[config.mk]
export PLATFORM = sky130hd
export DESIGN_NAME = audio_stream_scheduler
export DESIGN_NICKNAME = d
export VERILOG_FILES = /design/src/rtl/audio_stream_scheduler.sv
export SDC_FILE = /design/constraint.sdc
export NUM_CORES = 1
export LEC_CHECK = 0
export CAP_MARGIN = 20
export CORE_ASPECT_RATIO = 1.2
export CORE_MARGIN = 2
export CORE_UTILIZATION = 45
export DETAILED_ROUTE_END_ITERATION = 8
export DONT_BUFFER_PORTS = 1
export SLEW_MARGIN = 20
export SYNTH_ARGS = -nofsm -noshare
export SYNTH_HDL_FRONTEND = slang
export SYNTH_SLANG_ARGS = --single-unit
[constraint.sdc]
create_clock -name clk_in -period 2.2 [get_ports clk_in]
set_input_delay 0.22 -clock clk_in [delete_from_list [all_inputs] [get_ports clk_in]]
set_output_delay 0.22 -clock clk_in [all_outputs]
set_load 0.03 [all_outputs]
[src/rtl/audio_stream_scheduler.sv]
// rtl/audio_stream_scheduler.sv - sequences one-sector SD loads into the audio sample FIFO for a single track
module audio_stream_scheduler #(
  parameter int FIFO_DEPTH   = 4096,
  parameter int CNT_W        = 13,
  parameter int SECTOR_BYTES = 512
) (
  input  logic             clk_in,
  input  logic             reset_in,
  input  logic             play,
  input  logic             stop,
  input  logic             loop_en,
  input  logic [31:0]      track_addr,
  input  logic [15:0]      track_sectors,
  input  logic [CNT_W-1:0] fifo_count,
  input  logic             sd_ready,
  input  logic             fifo_write_enable,
  output logic             load_fifo,
  output logic [31:0]      read_addr,
  output logic             busy,
  output logic             track_done,
  output logic [15:0]      sectors_left
);

  typedef enum logic [2:0] {
    IDLE,
    WAIT_ROOM,
    LOAD,
    FILL,
    FINISH
  } state_t;

  localparam logic [CNT_W-1:0] ROOM_LIMIT  = CNT_W'(FIFO_DEPTH - SECTOR_BYTES);
  localparam logic [9:0]       LAST_BYTE   = 10'(SECTOR_BYTES - 1);
  localparam logic [31:0]      SECTOR_STEP = 32'(SECTOR_BYTES);

  state_t      state;
  state_t      next_state;
  logic [9:0]  byte_cnt;
  logic        stop_flag;
  logic [31:0] base_addr;
  logic [15:0] base_sectors;

  logic start_ok;
  logic start_empty;
  logic stop_req;
  logic last_strobe;
  logic last_sector;
  logic has_room;

  assign start_ok    = (state == IDLE) && play && (track_sectors != 16'd0);
  assign start_empty = (state == IDLE) && play && (track_sectors == 16'd0);
  // A stop arriving in WAIT_ROOM itself is honoured without launching one more sector.
  assign stop_req    = stop_flag || stop;
  assign last_strobe = (state == FILL) && fifo_write_enable && (byte_cnt == LAST_BYTE);
  assign last_sector = (sectors_left == 16'd1);
  assign has_room    = (fifo_count <= ROOM_LIMIT) && sd_ready;

  always_comb begin
    next_state = state;
    case (state)
      IDLE: begin
        if (start_ok) next_state = WAIT_ROOM;
      end
      WAIT_ROOM: begin
        if (stop_req)      next_state = FINISH;
        else if (has_room) next_state = LOAD;
      end
      LOAD: begin
        next_state = FILL;
      end
      FILL: begin
        if (last_strobe) begin
          if (last_sector && !loop_en) next_state = FINISH;
          else                         next_state = WAIT_ROOM;
        end
      end
      FINISH: begin
        next_state = IDLE;
      end
      default: begin
        next_state = IDLE;
      end
    endcase
  end

  always_ff @(posedge clk_in) begin
    if (reset_in) begin
      state        <= IDLE;
      load_fifo    <= 1'b0;
      busy         <= 1'b0;
      track_done   <= 1'b0;
      read_addr    <= 32'd0;
      sectors_left <= 16'd0;
      byte_cnt     <= 10'd0;
      stop_flag    <= 1'b0;
      base_addr    <= 32'd0;
      base_sectors <= 16'd0;
    end else begin
      state      <= next_state;
      // Outputs are registered from next_state so they line up with the state they describe.
      load_fifo  <= (next_state == LOAD);
      busy       <= (next_state != IDLE);
      track_done <= (next_state == FINISH) || start_empty;

      if (start_ok) begin
        base_addr    <= track_addr;
        base_sectors <= track_sectors;
        read_addr    <= track_addr;
        sectors_left <= track_sectors;
        stop_flag    <= 1'b0;
      end else if ((state != IDLE) && stop) begin
        stop_flag <= 1'b1;
      end

      if (state == LOAD) begin
        byte_cnt <= 10'd0;
      end else if ((state == FILL) && fifo_write_enable) begin
        byte_cnt <= byte_cnt + 10'd1;
      end

      if (last_strobe) begin
        if (last_sector && loop_en) begin
          read_addr    <= base_addr;
          sectors_left <= base_sectors;
        end else begin
          read_addr    <= read_addr + SECTOR_STEP;
          sectors_left <= sectors_left - 16'd1;
        end
      end
    end
  end

endmodule

After elaboration in Yosys (flattened, before gate mapping)
Index checks and enable logic that the tools add are counted.
{"block": "op_classes", "div_mod_pow": 0, "bitwise_logic": 0, "n_mul": 0, "n_eq_ne": 7, "addsub": 3, "reduce_logical": 20, "shifts": 0, "n_lt_le_gt_ge": 1, "n_mux": 12}
{"op": "two-way mux 32 bit", "n": 3}
{"op": "two-way mux 16 bit", "n": 3}
{"op": "adder 32 x 10 -> 32 bit, second input constant", "n": 1}
{"op": "equality test 16 x 1 -> 1 bit, second input constant", "n": 1}
{"op": "zero test 16 bit", "n": 1}
{"op": "nonzero test 16 bit", "n": 1}
{"op": "subtractor 16 x 1 -> 16 bit, second input constant", "n": 1}
{"op": "two-way mux 3 bit", "n": 5}
{"op": "less-or-equal comparator 13 x 12 -> 1 bit, second input constant", "n": 1}
{"op": "case mux 3 bit (4 select lines)", "n": 1}
{"op": "adder 10 x 1 -> 10 bit, second input constant", "n": 1}
{"op": "equality test 10 x 9 -> 1 bit, second input constant", "n": 1}
{"op": "equality test 3 x 2 -> 1 bit, second input constant", "n": 3}
{"op": "logical AND 1 bit", "n": 9}
{"op": "nonzero test 3 bit", "n": 2}
{"op": "OR reduction 2 bit", "n": 2}
{"op": "equality test 3 x 1 -> 1 bit, second input constant", "n": 1}
{"op": "equality test 3 bit, second input constant", "n": 1}
{"op": "zero test 3 bit", "n": 1}
{"op": "logical OR 1 bit", "n": 2}
{"op": "nonzero test 2 bit", "n": 1}
{"op": "zero test 1 bit", "n": 1}
{"block": "totals", "n_memories": 0, "latchBits": 0, "reg_bits": 113, "rom_bits": 0, "mem_bits_rw": 0, "inputBits": 68, "elab_cells": 53}

Logic depth before layout (Yosys ltp)
{"block": "logic_depth", "depth_word": 7, "depth_mapped": 10, "mapped_depth_nobuf": 7}

Worst setup path after synthesis
Ideal clock, no wire load.
{"block": "synth_path", "path_type": "register to register", "startpoint": "reg sectors_left[0]", "endpoint": "reg read_addr[17]", "setup_ps": 115, "required_ps": 2085, "arrival_time_ps": 2222, "path_slack_ps": -136, "path_stages_with_launch": 9, "period_less_slack_ps": 2336, "cell_sequence": "dfxtp_1 -> ha_1 -> nor4b_1 -> and4_1 -> buf_2 -> buf_2 -> clkbuf_1 -> o21ai_0 -> o21a_1"}
{"block": "synth_between", "elab_chain_len": 4}
{"element": "from (decl)", "line_no": "21", "text": "output logic [15:0] sectors_left"}
{"element": "from (signal assigned)", "line_no": "109", "text": "sectors_left <= track_sectors;"}
{"element": "from (signal assigned)", "line_no": "124", "text": "sectors_left <= base_sectors;"}
{"element": "from (signal assigned)", "line_no": "127", "text": "sectors_left <= sectors_left - 16'd1;"}
{"element": "equality test 16 x 1 -> 1 bit", "line_no": "55", "text": "assign last_sector = (sectors_left == 16'd1);"}
{"element": "logical AND 1 bit", "line_no": "122", "text": "if (last_sector && loop_en) begin"}
{"element": "two-way mux 32 bit", "line_no": "122"}
{"element": "two-way mux 32 bit", "line_no": "121", "text": "if (last_strobe) begin"}
{"element": "to (signal assigned)", "line_no": "108", "text": "read_addr <= track_addr;"}
{"element": "to (signal assigned)", "line_no": "123", "text": "read_addr <= base_addr;"}
{"element": "to (signal assigned)", "line_no": "126", "text": "read_addr <= read_addr + SECTOR_STEP;"}
{"element": "to (decl)", "line_no": "18", "text": "output logic [31:0] read_addr,"}
No other way between the ends.
A chain may end at the register's enable or synchronous reset.

Worst setup path in the final report
{"block": "layout_path", "startpoint": "reg read_addr[9]", "endpoint": "reg read_addr[31]"}
{"block": "layout_between", "elab_chain_len": 3}
{"element": "adder 32 x 10 -> 32 bit", "line_no": "126"}
{"element": "two-way mux 32 bit", "line_no": "122"}
{"element": "two-way mux 32 bit", "line_no": "121"}
No other way between the ends.

==> flow_summary.yaml <==
floorplan:
  dieArea_um2: 13220
  start_util_pct: 45.94
  die_w_um: 105.3
  boundaryPins: 119
  fp.dieH_um: 125.5
  core_area_um2: 12060
  num_rows: 44
synthesis:
  avgSynthCellArea_um2: 7.812
  ys_async_sr_fraction_pct: 0
  yosys.area.top_type_share_pct: 40.84
  mappedNetlistArea_um2: 5539
  yosysUniqueCellTypes: 62
  synth-xor-area-share_pct: 5.060
  synthSimpleGateAreaFrac_pct: 27.67
  syn_inst: 709
  synth_seq_cells: 113
  synth_warnings: 0
  yosys.area.top_type: "dfxtp_1"
  syn_nets: 781
  synth-edff-count: 0
  synth-compound-area-share_pct: 20.80
  synth-seq-area-share_pct: 40.84
  synth_fa_ha_area_share_pct: 0.9035
  muxShareOfSynthArea_pct: 0.3614
  synth_top_flop_cell: "dfxtp_1"
  synth_top_family_by_area: "simple AND/OR/NAND/NOR gates"
  synth_area_leaders: "dfxtp_1, nand2_1, a21oi_1"
final_layout:
  layout_common_cells: "nand2_1, dfxtp_1, buf_4"
  layout_commonest_cell: "nand2_1"
  fillCellCount: 1027
  layout-drive-gt1-share_pct: 16.85
  seqCellArea_um2: 2271
  finalNonFillerCells: 986
  nets: 884
  multi_input_area_um2: 3084
  area_delta_synth_final_pct: 33.43
  n_antenna_cell: 0
setup_path:
  r2r-start: "read_addr[9]"
  regToRegSetupSlack_ns: 0.12
  crit_end: "read_addr[31]"
  critPathLaunchType: "register"
  cp-end-kind: "register"
  cp-startpoint: "read_addr[9]"
  crit_required_ns: 2.56
  crit_arrival_ns: 2.43
  reg2regPathDepth: 6
  r2r_end: "read_addr[31]"
  worst-path-max-fanout: 3
  criticalPathCategory: "reg -> reg"
routing:
  drc_errors: 0
  vias: 5652
  wl_per_cell_um: 17.42
  drt-total-wl_um: 17180
  viasPerCell: 5.732
  dr.pass1.iters: 5
  drt-initial-drc-count: 286
  ant_nets: 0
min_path:
  hp-class: "in -> reg"
clocking:
  cts_root_buf: "clkbuf_16"
  clk_path_buf_depth: 2
  cts_tree: "yes"
  path_clk_slew_ns: 0.05
  insertion_delay_ns: 0.41
  clock_sink_count: 113
  htreeDepth: 4
  cts_buffers: 17
grt:
  grt_max_degree: 99
  busiest_layer: "met2"
  grt_pass1_wl_um: 28410
  grt_use_met2_pct: 44.40
  track_usage_pct: 26.54
  met1_usage_pct: 31.40
  grt_pass1_vias: 5797
  antenna_found_initial: 0
  overflow: 0
  gr-usage-met3_pct: 7.351
status:
  status: "finished, final reports clean"
timing:
  hold_slack_ns: 0.008905
  min_period_ns: 2.079
  relSlewSlack_pct: 61.70
  worst_pin_slew_ns: 0.5733
  rsz0062_at_grt: "false"
  fin_crit_sh_pct: 94.48
  max_freq_mhz: 481.1
  hold_violations: 0
  drv_slew: 0
  clock_skew_ns: 0.007417
  setup_viol: 0
placed_design:
  dp_cells: 907
  io_buffers: 0
  hpwl_um: 11600
  gp_congestion: 0.8525
pwr:
  peakVddDrop_v: 0.0005866
  powerDensity_nw_per_um2: 844.2
  power_leakage_nw: 2.828
job:
  maxCapViolCount: 0
-- cell families (layout without fill, tap and decap cells) --
kind of cell               count (synthesis)  count (layout)
and+or+nand+nor                          329             329
AOI/OAI and AO/OA                        172             172
DFF                                      113             113
buffers and inverters                     57             173
xor gates and xnor gates                  32              32
adders and majority gates                  4               4
muxes                                      2               2
-- cell usage after synthesis, types with 13 or more instances --
| master | n |
|---|---|
| a21oi_1 | 60 |
| a31oi_1 | 23 |
| buf_2 | 16 |
| clkbuf_1 | 26 |
| dfxtp_1 | 113 |
| nand2_1 | 166 |
| nand3_1 | 14 |
| nor2_1 | 49 |
| nor3_1 | 31 |
| o21ai_0 | 13 |
| xnor2_1 | 16 |
| xor2_1 | 16 |
-- final cells by class --
| cell class | instances | share of cell area (%) |
|---|---|---|
| Multi-Input combinational cell | 539 | 41.73 |
| Sequential cell | 113 | 30.73 |
| Timing Repair Buffer | 130 | 15.85 |
| Clock buffer | 22 | 6.281 |
| Tap cell | 161 | 2.726 |
| Clock inverter | 10 | 2.133 |
| Inverter | 11 | 0.5587 |
-- what timing repair did --
item / 4_1_cts / 5_1_grt
endpoints found under the hold margin: 98 / 0
endpoints found under the setup margin: 8 / 27
resized for setup: 1 / 7
hold buffers: 46 / 0
buffers inserted: 0 / 1
pin swaps: 0 / 1
cloned: 0 / 0
-- per-layer routing --
| metal | vias up | share of wire (%) |
|---|---|---|
| li1 | 2750 | - |
| met1 | 2718 | 42 |
| met2 | 156 | 50 |
| met3 | 28 | 6.3 |
| met4 | 0 | 2.3 |
| met5 | - | 0 |
-- stage by stage --
step                setup slack (ns)  power [mW]  util [%]  instance area, um2  TNS, ns
global placement            -0.05772       3.220     51.77                6242  -0.1567
floorplan                    0.01099       2.954         -                5554        0
finish                        0.1214       6.240     61.30                7391        0
global route                0.005359       6.481     61.30                7391        0
detailed placement          -0.07121       3.242     51.77                6242  -0.2993
CTS                          0.01199       6.253     60.97                7351        0
-- power by group --
group	switching, mW	internal, mW
Combinational	0.579	0.425
Clock	0.968	1.95
Sequential	0.130	2.19
Total	1.68	4.56
-- worst max-delay path, cell delays in order (launching register included) --
cell	delay, ns
dfxtp_2	0.34
ha_1	0.16
nand3_1	0.12
or4_1	0.53
or4_1	0.51
a221oi_2	0.23
a221o_1	0.13
-- worst min-delay path by stage --
stage | endpoint | startpoint | cells after the start
3_3_place_gp | base_sectors[5] | reset_in | 1
6_report | base_sectors[2] | track_sectors[2] | 2
4_1_cts | base_addr[15] | track_addr[15] | 2
2_1_floorplan | base_addr[0] | track_addr[0] | 2
5_1_grt | stop_flag | stop | 2
3_5_place_dp | base_addr[31] | reset_in | 1
-- state kept, by name (all words and copies together), names as in the netlist --
signal	count
base_addr	32
base_sectors	16
busy	1
byte_cnt	10
load_fifo	1
read_addr	32
sectors_left	16
state	3
stop_flag	1
track_done	1
Power figures use the tool's default switching activity.
